### config.mk
export PLATFORM = sky130hd
export DESIGN_NAME = ic_restore_ctrl_flat
export DESIGN_NICKNAME = d
export VERILOG_FILES = /design/src/rtl/ic_restore_ctrl_if.sv /design/src/rtl/ic_restore_ctrl.sv /design/src/flat_wrapper.sv
export SDC_FILE = /design/constraint.sdc
export NUM_CORES = 1
export LEC_CHECK = 0
export CAP_MARGIN = 20
export CORE_MARGIN = 10
export CORE_UTILIZATION = 30
export DETAILED_ROUTE_END_ITERATION = 10
export MAX_ROUTING_LAYER = met4
export SLEW_MARGIN = 10
export SYNTH_ARGS = -nofsm -noshare
export SYNTH_HDL_FRONTEND = slang
export SYNTH_SLANG_ARGS = --single-unit
### constraint.sdc
create_clock -name clk -period 5.9 [get_ports clk]
set_input_delay 1.77 -clock clk [delete_from_list [all_inputs] [get_ports clk]]
set_output_delay 1.77 -clock clk [all_outputs]
set_load 0.01 [all_outputs]
### src/rtl/ic_restore_ctrl_if.sv
// Command port of ic_restore_ctrl: valid/ready handshake plus the operands sampled at accept.
interface ic_restore_ctrl_if #(
  parameter int N = 7,
  parameter int R = 4
);
  logic         cmd_valid;
  logic         cmd_ready;
  logic [2:0]   cmd_op;
  logic [R-1:0] cmd_rep;
  logic [N:0]   load_val;
  logic         cmd_abort;

  modport master (
    output cmd_valid, cmd_op, cmd_rep, load_val, cmd_abort,
    input  cmd_ready
  );

  modport slave (
    input  cmd_valid, cmd_op, cmd_rep, load_val, cmd_abort,
    output cmd_ready
  );
endinterface

### src/rtl/ic_restore_ctrl.sv
// Sequencing controller for one ic incrementer/decrementer: owns the count register,
// runs repeated INC/DEC steps through ic and keeps a LIFO of saved counts for RESTORE.
module ic_restore_ctrl #(
  parameter int N     = 7,
  parameter int DEPTH = 4,
  parameter int R     = 4
) (
  input  logic                clk,
  input  logic                rst,
  ic_restore_ctrl_if.slave    cmd,
  output logic [N:0]          dp_count,
  output logic                dp_enable,
  output logic                dp_decInc,
  output logic                dp_oneOrTwo,
  input  logic [N:0]          dp_next,
  output logic [N:0]          count,
  output logic                busy,
  output logic                done,
  output logic                err,
  output logic                aborted,
  output logic                stack_full,
  output logic                stack_empty
);

  localparam int AW = (DEPTH > 1) ? $clog2(DEPTH) : 1;
  localparam int PW = $clog2(DEPTH + 1);

  localparam logic [2:0] OP_NOP     = 3'b000;
  localparam logic [2:0] OP_INC1    = 3'b001;
  localparam logic [2:0] OP_INC2    = 3'b010;
  localparam logic [2:0] OP_DEC1    = 3'b011;
  localparam logic [2:0] OP_DEC2    = 3'b100;
  localparam logic [2:0] OP_SAVE    = 3'b101;
  localparam logic [2:0] OP_RESTORE = 3'b110;
  localparam logic [2:0] OP_LOAD    = 3'b111;

  typedef enum logic {IDLE, RUN} state_t;

  state_t        state, stateNext;
  logic [N:0]    countReg, countNext;
  logic [R-1:0]  rem, remNext;
  logic [PW-1:0] sp, spNext;
  logic          decReg, decNext;
  logic          twoReg, twoNext;
  logic          doneNext, errNext, abortedNext;
  logic          push;
  logic [N:0]    stack [2**AW];
  logic [AW-1:0] wrIdx, rdIdx;

  assign wrIdx = AW'(sp);
  assign rdIdx = AW'(sp - PW'(1));

  assign cmd.cmd_ready = (state == IDLE);
  assign busy          = (state == RUN);
  assign count         = countReg;
  assign dp_count      = countReg;
  // Outside RUN the ic sits in buffer mode, so dp_next simply mirrors count.
  assign dp_enable     = (state == RUN);
  assign dp_decInc     = (state == RUN) & decReg;
  assign dp_oneOrTwo   = (state == RUN) & twoReg;

  always_comb begin
    stateNext   = state;
    countNext   = countReg;
    remNext     = rem;
    spNext      = sp;
    decNext     = decReg;
    twoNext     = twoReg;
    doneNext    = 1'b0;
    errNext     = 1'b0;
    abortedNext = 1'b0;
    push        = 1'b0;
    case (state)
      IDLE: begin
        if (cmd.cmd_valid) begin
          case (cmd.cmd_op)
            OP_NOP: doneNext = 1'b1;
            OP_LOAD: begin
              countNext = cmd.load_val;
              doneNext  = 1'b1;
            end
            OP_SAVE: begin
              doneNext = 1'b1;
              if (sp != PW'(DEPTH)) begin
                push   = 1'b1;
                spNext = sp + PW'(1);
              end else begin
                errNext = 1'b1;
              end
            end
            OP_RESTORE: begin
              doneNext = 1'b1;
              if (sp != '0) begin
                countNext = stack[rdIdx];
                spNext    = sp - PW'(1);
              end else begin
                errNext = 1'b1;
              end
            end
            default: begin
              // INC1/INC2/DEC1/DEC2: latch the step shape; count moves only in RUN.
              stateNext = RUN;
              remNext   = (cmd.cmd_rep == '0) ? R'(1) : cmd.cmd_rep;
              decNext   = (cmd.cmd_op == OP_DEC1) || (cmd.cmd_op == OP_DEC2);
              twoNext   = (cmd.cmd_op == OP_INC2) || (cmd.cmd_op == OP_DEC2);
            end
          endcase
        end
      end
      RUN: begin
        if (cmd.cmd_abort) begin
          stateNext   = IDLE;
          doneNext    = 1'b1;
          abortedNext = 1'b1;
        end else begin
          countNext = dp_next;
          remNext   = rem - R'(1);
          if (rem == R'(1)) begin
            stateNext = IDLE;
            doneNext  = 1'b1;
          end
        end
      end
      default: stateNext = IDLE;
    endcase
  end

  // Control and count register stage
  always_ff @(posedge clk or posedge rst) begin
    if (rst) begin
      state       <= IDLE;
      countReg    <= '0;
      rem         <= '0;
      sp          <= '0;
      decReg      <= 1'b0;
      twoReg      <= 1'b0;
      done        <= 1'b0;
      err         <= 1'b0;
      aborted     <= 1'b0;
      stack_full  <= 1'b0;
      stack_empty <= 1'b1;
    end else begin
      state       <= stateNext;
      countReg    <= countNext;
      rem         <= remNext;
      sp          <= spNext;
      decReg      <= decNext;
      twoReg      <= twoNext;
      done        <= doneNext;
      err         <= errNext;
      aborted     <= abortedNext;
      stack_full  <= (spNext == PW'(DEPTH));
      stack_empty <= (spNext == '0);
    end
  end

  // Snapshot storage is pure data; validity is tracked by sp alone.
  always_ff @(posedge clk) begin
    if (push) stack[wrIdx] <= countReg;
  end

endmodule

### src/flat_wrapper.sv
// flat-port wrapper written by rule: the top's interface ports become plain ports
module ic_restore_ctrl_flat 
#(
  parameter int N     = 7,
  parameter int DEPTH = 4,
  parameter int R     = 4
)
  (clk, rst, dp_count, dp_enable, dp_decInc, dp_oneOrTwo, dp_next, count, busy, done, err, aborted, stack_full, stack_empty, cmd_cmd_valid, cmd_cmd_op, cmd_cmd_rep, cmd_load_val, cmd_cmd_abort, cmd_cmd_ready);
  ic_restore_ctrl_if #(.N(N), .R(R)) cmd_i ();
  input  logic clk;
  input  logic rst;
  output logic [N:0] dp_count;
  output logic dp_enable;
  output logic dp_decInc;
  output logic dp_oneOrTwo;
  input  logic [N:0] dp_next;
  output logic [N:0] count;
  output logic busy;
  output logic done;
  output logic err;
  output logic aborted;
  output logic stack_full;
  output logic stack_empty;
  input wire logic [$bits(cmd_i.cmd_valid)-1:0] cmd_cmd_valid;
  input wire logic [$bits(cmd_i.cmd_op)-1:0] cmd_cmd_op;
  input wire logic [$bits(cmd_i.cmd_rep)-1:0] cmd_cmd_rep;
  input wire logic [$bits(cmd_i.load_val)-1:0] cmd_load_val;
  input wire logic [$bits(cmd_i.cmd_abort)-1:0] cmd_cmd_abort;
  output wire logic [$bits(cmd_i.cmd_ready)-1:0] cmd_cmd_ready;
  assign cmd_i.cmd_valid = cmd_cmd_valid;
  assign cmd_i.cmd_op = cmd_cmd_op;
  assign cmd_i.cmd_rep = cmd_cmd_rep;
  assign cmd_i.load_val = cmd_load_val;
  assign cmd_i.cmd_abort = cmd_cmd_abort;
  assign cmd_cmd_ready = cmd_i.cmd_ready;
  ic_restore_ctrl #(.N(N), .DEPTH(DEPTH), .R(R)) u_core (.clk(clk), .rst(rst), .cmd(cmd_i), .dp_count(dp_count), .dp_enable(dp_enable), .dp_decInc(dp_decInc), .dp_oneOrTwo(dp_oneOrTwo), .dp_next(dp_next), .count(count), .busy(busy), .done(done), .err(err), .aborted(aborted), .stack_full(stack_full), .stack_empty(stack_empty));
endmodule
==> results of run 1 <==
-- worst min-delay path by stage --
stage | cells after the start | end | slack [ns]
CTS | 2 | u_core.rem[1] | 0.54
floorplan | 2 | u_core.rem[1] | 0.47
detailed placement | 2 | u_core.rem[1] | 0.52
global route | 1 | u_core.rem[3] | 0.58
finish | 2 | u_core.rem[1] | 0.54
global placement | 2 | u_core.rem[1] | 0.50
-- layout by cell type, fill, tap and decap left out, types with 2 or more instances in the layout --
cell	synthesis	final
and2_1	6	6
clkdlybuf4s50_1	0	52
nor4_1	2	2
ha_1	7	7
o21ai_0	8	8
a21oi_1	15	15
dfrtp_1	22	22
a221oi_2	2	2
edfxtp_1	32	32
and3b_1	3	3
nor2_1	6	6
xor2_1	3	3
a21o_2	6	6
nand3b_1	4	4
nand2b_1	2	2
clkinv_4	0	2
inv_1	16	16
a211oi_1	2	2
a21o_1	2	2
nor3_1	3	3
clkbuf_8	0	5
a31oi_4	2	2
or3b_2	3	3
a221oi_1	6	6
nand2_1	21	21
mux4_2	8	8
-- metal layers --
layer  vias up  wire, um  part of all wire, %
met2        25      3000                   50
met3         7       233                  3.9
met1       884      2740                   45
met5         -         0                    0
met4         0        62                  1.0
li1        881         -                    -
-- state kept, by name, indices dropped and copies added, names as in the netlist --
| register | flops |
|---|---|
| u_core.stack | 32 |
| u_core.decReg | 1 |
| u_core.twoReg | 1 |
| u_core.stack_full | 1 |
| u_core.sp | 3 |
| u_core.rem | 4 |
| u_core.done | 1 |
| u_core.err | 1 |
| u_core.busy | 1 |
| u_core.count | 8 |
| u_core.aborted | 1 |
| u_core.stack_empty | 1 |
-- where the power goes --
part / total [W] / switching, W / internal [W]
Combinational: 0.000441 / 0.000184 / 0.000257
Sequential: 0.000604 / 0.000108 / 0.000496
Clock: 0.000209 / 0.000123 / 0.0000856
-- cell type report --
type | count | area, sq um
timing repair buffer | 55 | 571
clock buffer | 6 | 72.6
fill | 856 | 5710
multi-input combinational | 130 | 1040
clock inverter | 2 | 17.5
inverter | 16 | 60.1
tap | 111 | 139
sequential | 55 | 1540
-- worst max-delay path: cells and delay by family --
family / cells / cell delay [ns]
buf+inv: 1 / 0.76
simple gates: 3 / 1.02
compound gates: 1 / 0.31
-- metrics by stage --
step / setup WS [ns] / hold WS, ns / instance area, sq um / util (%) / std cells
6_report: 2.26 / 0.539 / 3440 / 37.6 / 375
5_1_grt: 2.07 / 0.579 / 3440 / 37.6 / 375
4_1_cts: 1.94 / 0.541 / 3400 / 37.1 / 373
3_5_place_dp: 1.92 / 0.519 / 3310 / 36.1 / 365
3_3_place_gp: 2.01 / 0.498 / 3310 / 36.1 / 365
2_1_floorplan: 2.52 / 0.473 / 2790 / - / 223
-- logic make-up (layout without fill, tap and decap cells) --
| logic type | Yosys count | after routing | share of synthesized area, % |
|---|---|---|---|
| muxes | 8 | 8 | 6.46 |
| AOI/OAI and AO/OA | 52 | 52 | 14.3 |
| adders and majority gates | 7 | 7 | 3.14 |
| and+or+nand+nor | 59 | 59 | 12.2 |
| DFF | 55 | 55 | 55.1 |
| buffers and inverters | 38 | 79 | 7.54 |
| xor gates and xnor gates | 4 | 4 | 1.26 |
==> flow_summary_export.csv, run 1 <==
group,metric,value,unit
synth,synth_top_area_share,34.5,%
global_route,grt_pass1_vias,1906,
clocking,insertion_delay,0.31,ns
synth,ys_types,48,
placement,io_buffer_count,52,
drt,ant_nets,0,
worst_setup_path,worstPathArrival,3.86,ns
global_route,grtUsageMet1,11.7,%
timing,hold_viol_final,0,
clocking,cts.repair.resized,0,
timing,fin_setup_tns,0,ns
worst_setup_path,rrSetupSlack,3.32,ns
worst_setup_path,r2r_cells,6,
clocking,cts_hold_buf,0,
floorplan,num_io_pins,53,
synth,ys_warn_count,0,
worst_setup_path,slowest_stage,"clkdlybuf4s50_1",
placement,place.gp.congestion,0.741,
worst_setup_path,crit_end,"u_core.stack_empty",
drt,dr_total_vias,1797,
timing,setup_viol,0,
timing,min_period,3.64,ns
global_route,grt.total_usage,9.56,%
clocking,numCtsBuffers,5,
timing,max_clock_freq,0.275,GHz
worst_setup_path,crit_path_start,"cmd_cmd_op[1]",
floorplan,core_area,0.00915,sq mm
timing,max_slew_margin,55.7,%
drt,via_per_inst,4.79,
global_route,grt_remaining_overflow,0,
synth,synth_common_cells,"edfxtp_1, dfrtp_1, nand2_1",
power,vdd_ir_drop_max,0.102,mV
clocking,clockBufferDepth,2,
floorplan,num_rows,35,
synth,yosysTopAreaCell,"edfxtp_1",
synth,syn_inst,223,
drt,drc,0,
global_route,grt.busiest_layer,"met2",
synth,synth-seq-cells,55,
floorplan,die_y,116,um
drt,initialDrtViolationCount,81,
synth,syn-num-nets,257,
synth,async_flop_share,41.8,%
floorplan,dieWidth,116,um
placement,place_hpwl,4250,um
synth,synthMostInstantiatedCell,"edfxtp_1",
finish,layout.nets,297,
clocking,clkTransAtPathRegs,0.09,ns
worst_setup_path,critPathMaxStageDelay,0.76,ns
synth,syn-cell-area,0.00279,sq mm
finish,drive_gt1_share,14.0,%
synth,synthTopCellsByArea,"edfxtp_1, dfrtp_1, mux4_2",
synth,syn-mean-instance-area,12.5,sq um
clocking,cts_setup_buffers,0,
clocking,htreeDepth,2,
clocking,cts.sinks,55,
worst_setup_path,rr_startpoint,"u_core.sp[0]",
drt,drtPass1Iterations,4,
status,status,"finished, final reports clean",
floorplan,initial_utilization,30.5,%
global_route,grt_first_pass_wirelength,9880,um
worst_setup_path,critPathCaptureType,"register",
synth,synth_top_flop_cell,"edfxtp_1",
finish,diodes,0,
finish,syn2layout_area_growth,23.3,%
synth,yosysSeqAreaShare,55.1,%
worst_setup_path,reg2reg_to,"u_core.stack_full",
power,power.total,0.00125,W
power,power.leakage,1.32,nW
worst_hold_path,hold_class,"reg -> reg",
timing,min_period_over_period,61.7,%
floorplan,die_area,0.0136,sq mm
worst_setup_path,crit_type,"in -> reg",
timing,grt_setup_unrepaired,"no",
clocking,root_buffer,"clkbuf_8",
power,powerDensity,365,mW/mm^2
job,drv_cap,0,
worst_setup_path,critPathLaunchType,"primary input",
worst_setup_path,critical_path.cell_chain,"clkdlybuf4s50_1 > nand3b_1 > o211ai_2 > nand4b_1 > nor4bb_1",
worst_setup_path,worst-path-max-fanout,13,
global_route,antenna_found_initial,0,
global_route,grt_max_degree,38,
clocking,tritoncts,"yes",
global_route,use_met3,2.31,%
worst_setup_path,cp.required,6.11,ns
timing,timing.final.max_slew_violations,0,
drt,drt-total-wl,6040,um
timing,tightest_slew,0.664,ns
global_route,grt_use_met2,15.5,%
synth,synth_edf_count,32,
drt,route.detailed.wl_per_inst,16.1,um
timing,clock_skew,0.00622,ns
worst_hold_path,min_from,"u_core.rem[1]",
Note: power is estimated with default switching activity, not from simulation.
==> inputs of run 2 (changes only) <==
Clock period 5.9 ns to 3.3 ns, I/O delays scaled along.
==> flow_summary_export.csv, run 2 (synthesized netlist as in run 1, its figures left out) <==
group,metric,value,unit
finish,final_common_cell,"clkdlybuf4s50_1",
placement,place.gp.congestion,0.719,
drt,drt-total-wl,6220,um
power,powerDensity,656,mW/mm^2
floorplan,die_area,0.0136,sq mm
worst_setup_path,crit_type,"reg -> out",
timing,fin_setup_tns,0,ns
clocking,clockBufferDepth,2,
power,power.leakage,1.34,nW
clocking,htreeDepth,2,
placement,place_hpwl,4540,um
global_route,grt.total_usage,9.71,%
clocking,numCtsBuffers,5,
job,drv_cap,0,
timing,setup_viol,0,
drt,ant_nets,0,
floorplan,die_y,116,um
drt,via_per_inst,4.86,
timing,hold_ws,0.527,ns
worst_setup_path,cp.required,2.31,ns
timing,min_period_over_period,84.9,%
timing,clock_skew,0.00826,ns
worst_setup_path,rr_startpoint,"u_core.sp[0]",
clocking,insertion_delay,0.32,ns
clocking,cts_setup_buffers,0,
clocking,cts.sinks,55,
worst_setup_path,critical_path.cell_chain,"and2_1 > clkdlybuf4s50_1",
worst_setup_path,rrSetupSlack,1.03,ns
global_route,grt_remaining_overflow,0,
worst_setup_path,slowest_stage,"dfrtp_1",
clocking,tritoncts,"yes",
finish,fillers,871,
worst_hold_path,hold_class,"reg -> reg",
global_route,antenna_found_initial,0,
finish,syn2layout_area_growth,24.0,%
drt,dr_total_vias,1850,
power,power.switching,0.000759,W
placement,io_buffer_count,52,
clocking,cts.repair.resized,0,
worst_setup_path,critPathLaunchType,"register",
floorplan,num_rows,35,
worst_setup_path,critPathMaxStageDelay,0.75,ns
power,pwr-share-seq,46.1,%
worst_setup_path,path_delay_family,"flip-flops",
worst_setup_path,critPathCaptureType,"output pin",
timing,grt_setup_unrepaired,"no",
worst_setup_path,worstPathArrival,1.81,ns
clocking,root_buffer,"clkbuf_8",
finish,drive_gt1_share,15.9,%
clocking,cts_hold_buf,0,
drt,initialDrtViolationCount,99,
worst_hold_path,min_from,"u_core.rem[1]",
timing,timing.final.max_slew_violations,0,
drt,route.detailed.wl_per_inst,16.3,um
floorplan,num_io_pins,53,
floorplan,core_area,0.00915,sq mm
finish,layout_common_cells,"clkdlybuf4s50_1, edfxtp_1, dfrtp_1",
finish,post-route-util,37.8,%
power,power.internal,0.00151,W
global_route,grt_max_degree,24,
finish,layout.nets,303,
drt,drc,0,
timing,tightest_slew,0.618,ns
drt,drtPass1Iterations,4,
power,p_clk_share,17.2,%
clocking,clkTransAtPathRegs,0.10,ns
power,pwr-share-comb,36.8,%
finish,largest_register_ffs,32,
finish,diodes,0,
worst_setup_path,crit_path_start,"u_core.busy",
timing,min_period,2.80,ns
power,switching_share,33.4,%
worst_setup_path,worst-path-max-fanout,22,
timing,hold_viol_final,0,
floorplan,initial_utilization,30.5,%
power,vdd_ir_drop_max,0.277,mV
status,status,"finished, final reports clean",
timing,max_clock_freq,0.357,GHz
floorplan,dieWidth,116,um
global_route,grt_first_pass_wirelength,10000,um
timing,max_slew_margin,58.8,%
worst_setup_path,crit_buf_inv,1,
finish,top_register,"u_core.stack",
global_route,grt_pass1_vias,2021,
[run 2: cell types whose count changed in the layout (fill, tap and decap cells not counted)]
| cell | change |
|---|---|
| clkinv_4 | -1 |
| clkinv_1 | +1 |
| clkbuf_1 | -1 |
| buf_8 | -1 |
| buf_16 | -1 |
| inv_8 | +1 |
| buf_4 | +8 |
[run 2: final cells by class]
type | count | area (sq um) | share of cell area, %
clock inverters | 3 | 23.8 | 0.687
well taps | 111 | 139 | 4.02
repair buffers | 61 | 588 | 17.0
multi-input cells | 130 | 1040 | 30.1
clock buffers | 5 | 68.8 | 1.99
inverters | 16 | 60.1 | 1.74
flip-flops and latches | 55 | 1540 | 44.5
[run 2: power groups by stage]
stage	combinational, W	sequential (W)	clock [W]
floorplan	0.000565	0.00102	0
global placement	0.000845	0.00105	0
CTS	0.000855	0.00105	0.000401
finish	0.000835	0.00105	0.000389
detailed placement	0.000851	0.00106	0
global route	0.000921	0.00107	0.000427
[run 2: worst register-to-register path, stage by stage, from the launching register on]
cell and delay, ns:
dfrtp_1 0.37, buf_4 0.20, inv_1 0.12, ha_1 0.27
or3b_4 0.42, a31oi_4 0.46, a221oi_1 0.12, a21o_2 0.21
[run 2: layer usage]
metal	vias to the layer above	share of wire (%)	GRT usage [%]
li1	890	-	-
met2	40	50	16.1
met3	9	4.0	1.95
met1	911	44	11.5
met5	-	0	-
met4	0	1.6	3.34
[run 2: metrics by stage]
stage          power [W]  cells  area [sq um]  worst slack [ns]
6_report         0.00227    381          3460             0.499
5_1_grt          0.00242    381          3460             0.379
4_1_cts          0.00230    381          3460             0.490
3_5_place_dp     0.00191    373          3370             0.296
3_3_place_gp     0.00190    373          3370             0.386
2_1_floorplan    0.00159    223          2790             0.699
[run 2: final timing paths]
| path | end | depth (start not counted) |
|---|---|---|
| worst max register to register | u_core.count[4] | 7 |
| worst min-delay path | u_core.rem[1] | 2 |
| max in group asynchronous | u_core.stack_empty | 3 |
| worst max-delay path | dp_decInc | 2 |
| min in group asynchronous | u_core.count[0] | 3 |
| worst min register to register | u_core.rem[1] | 2 |
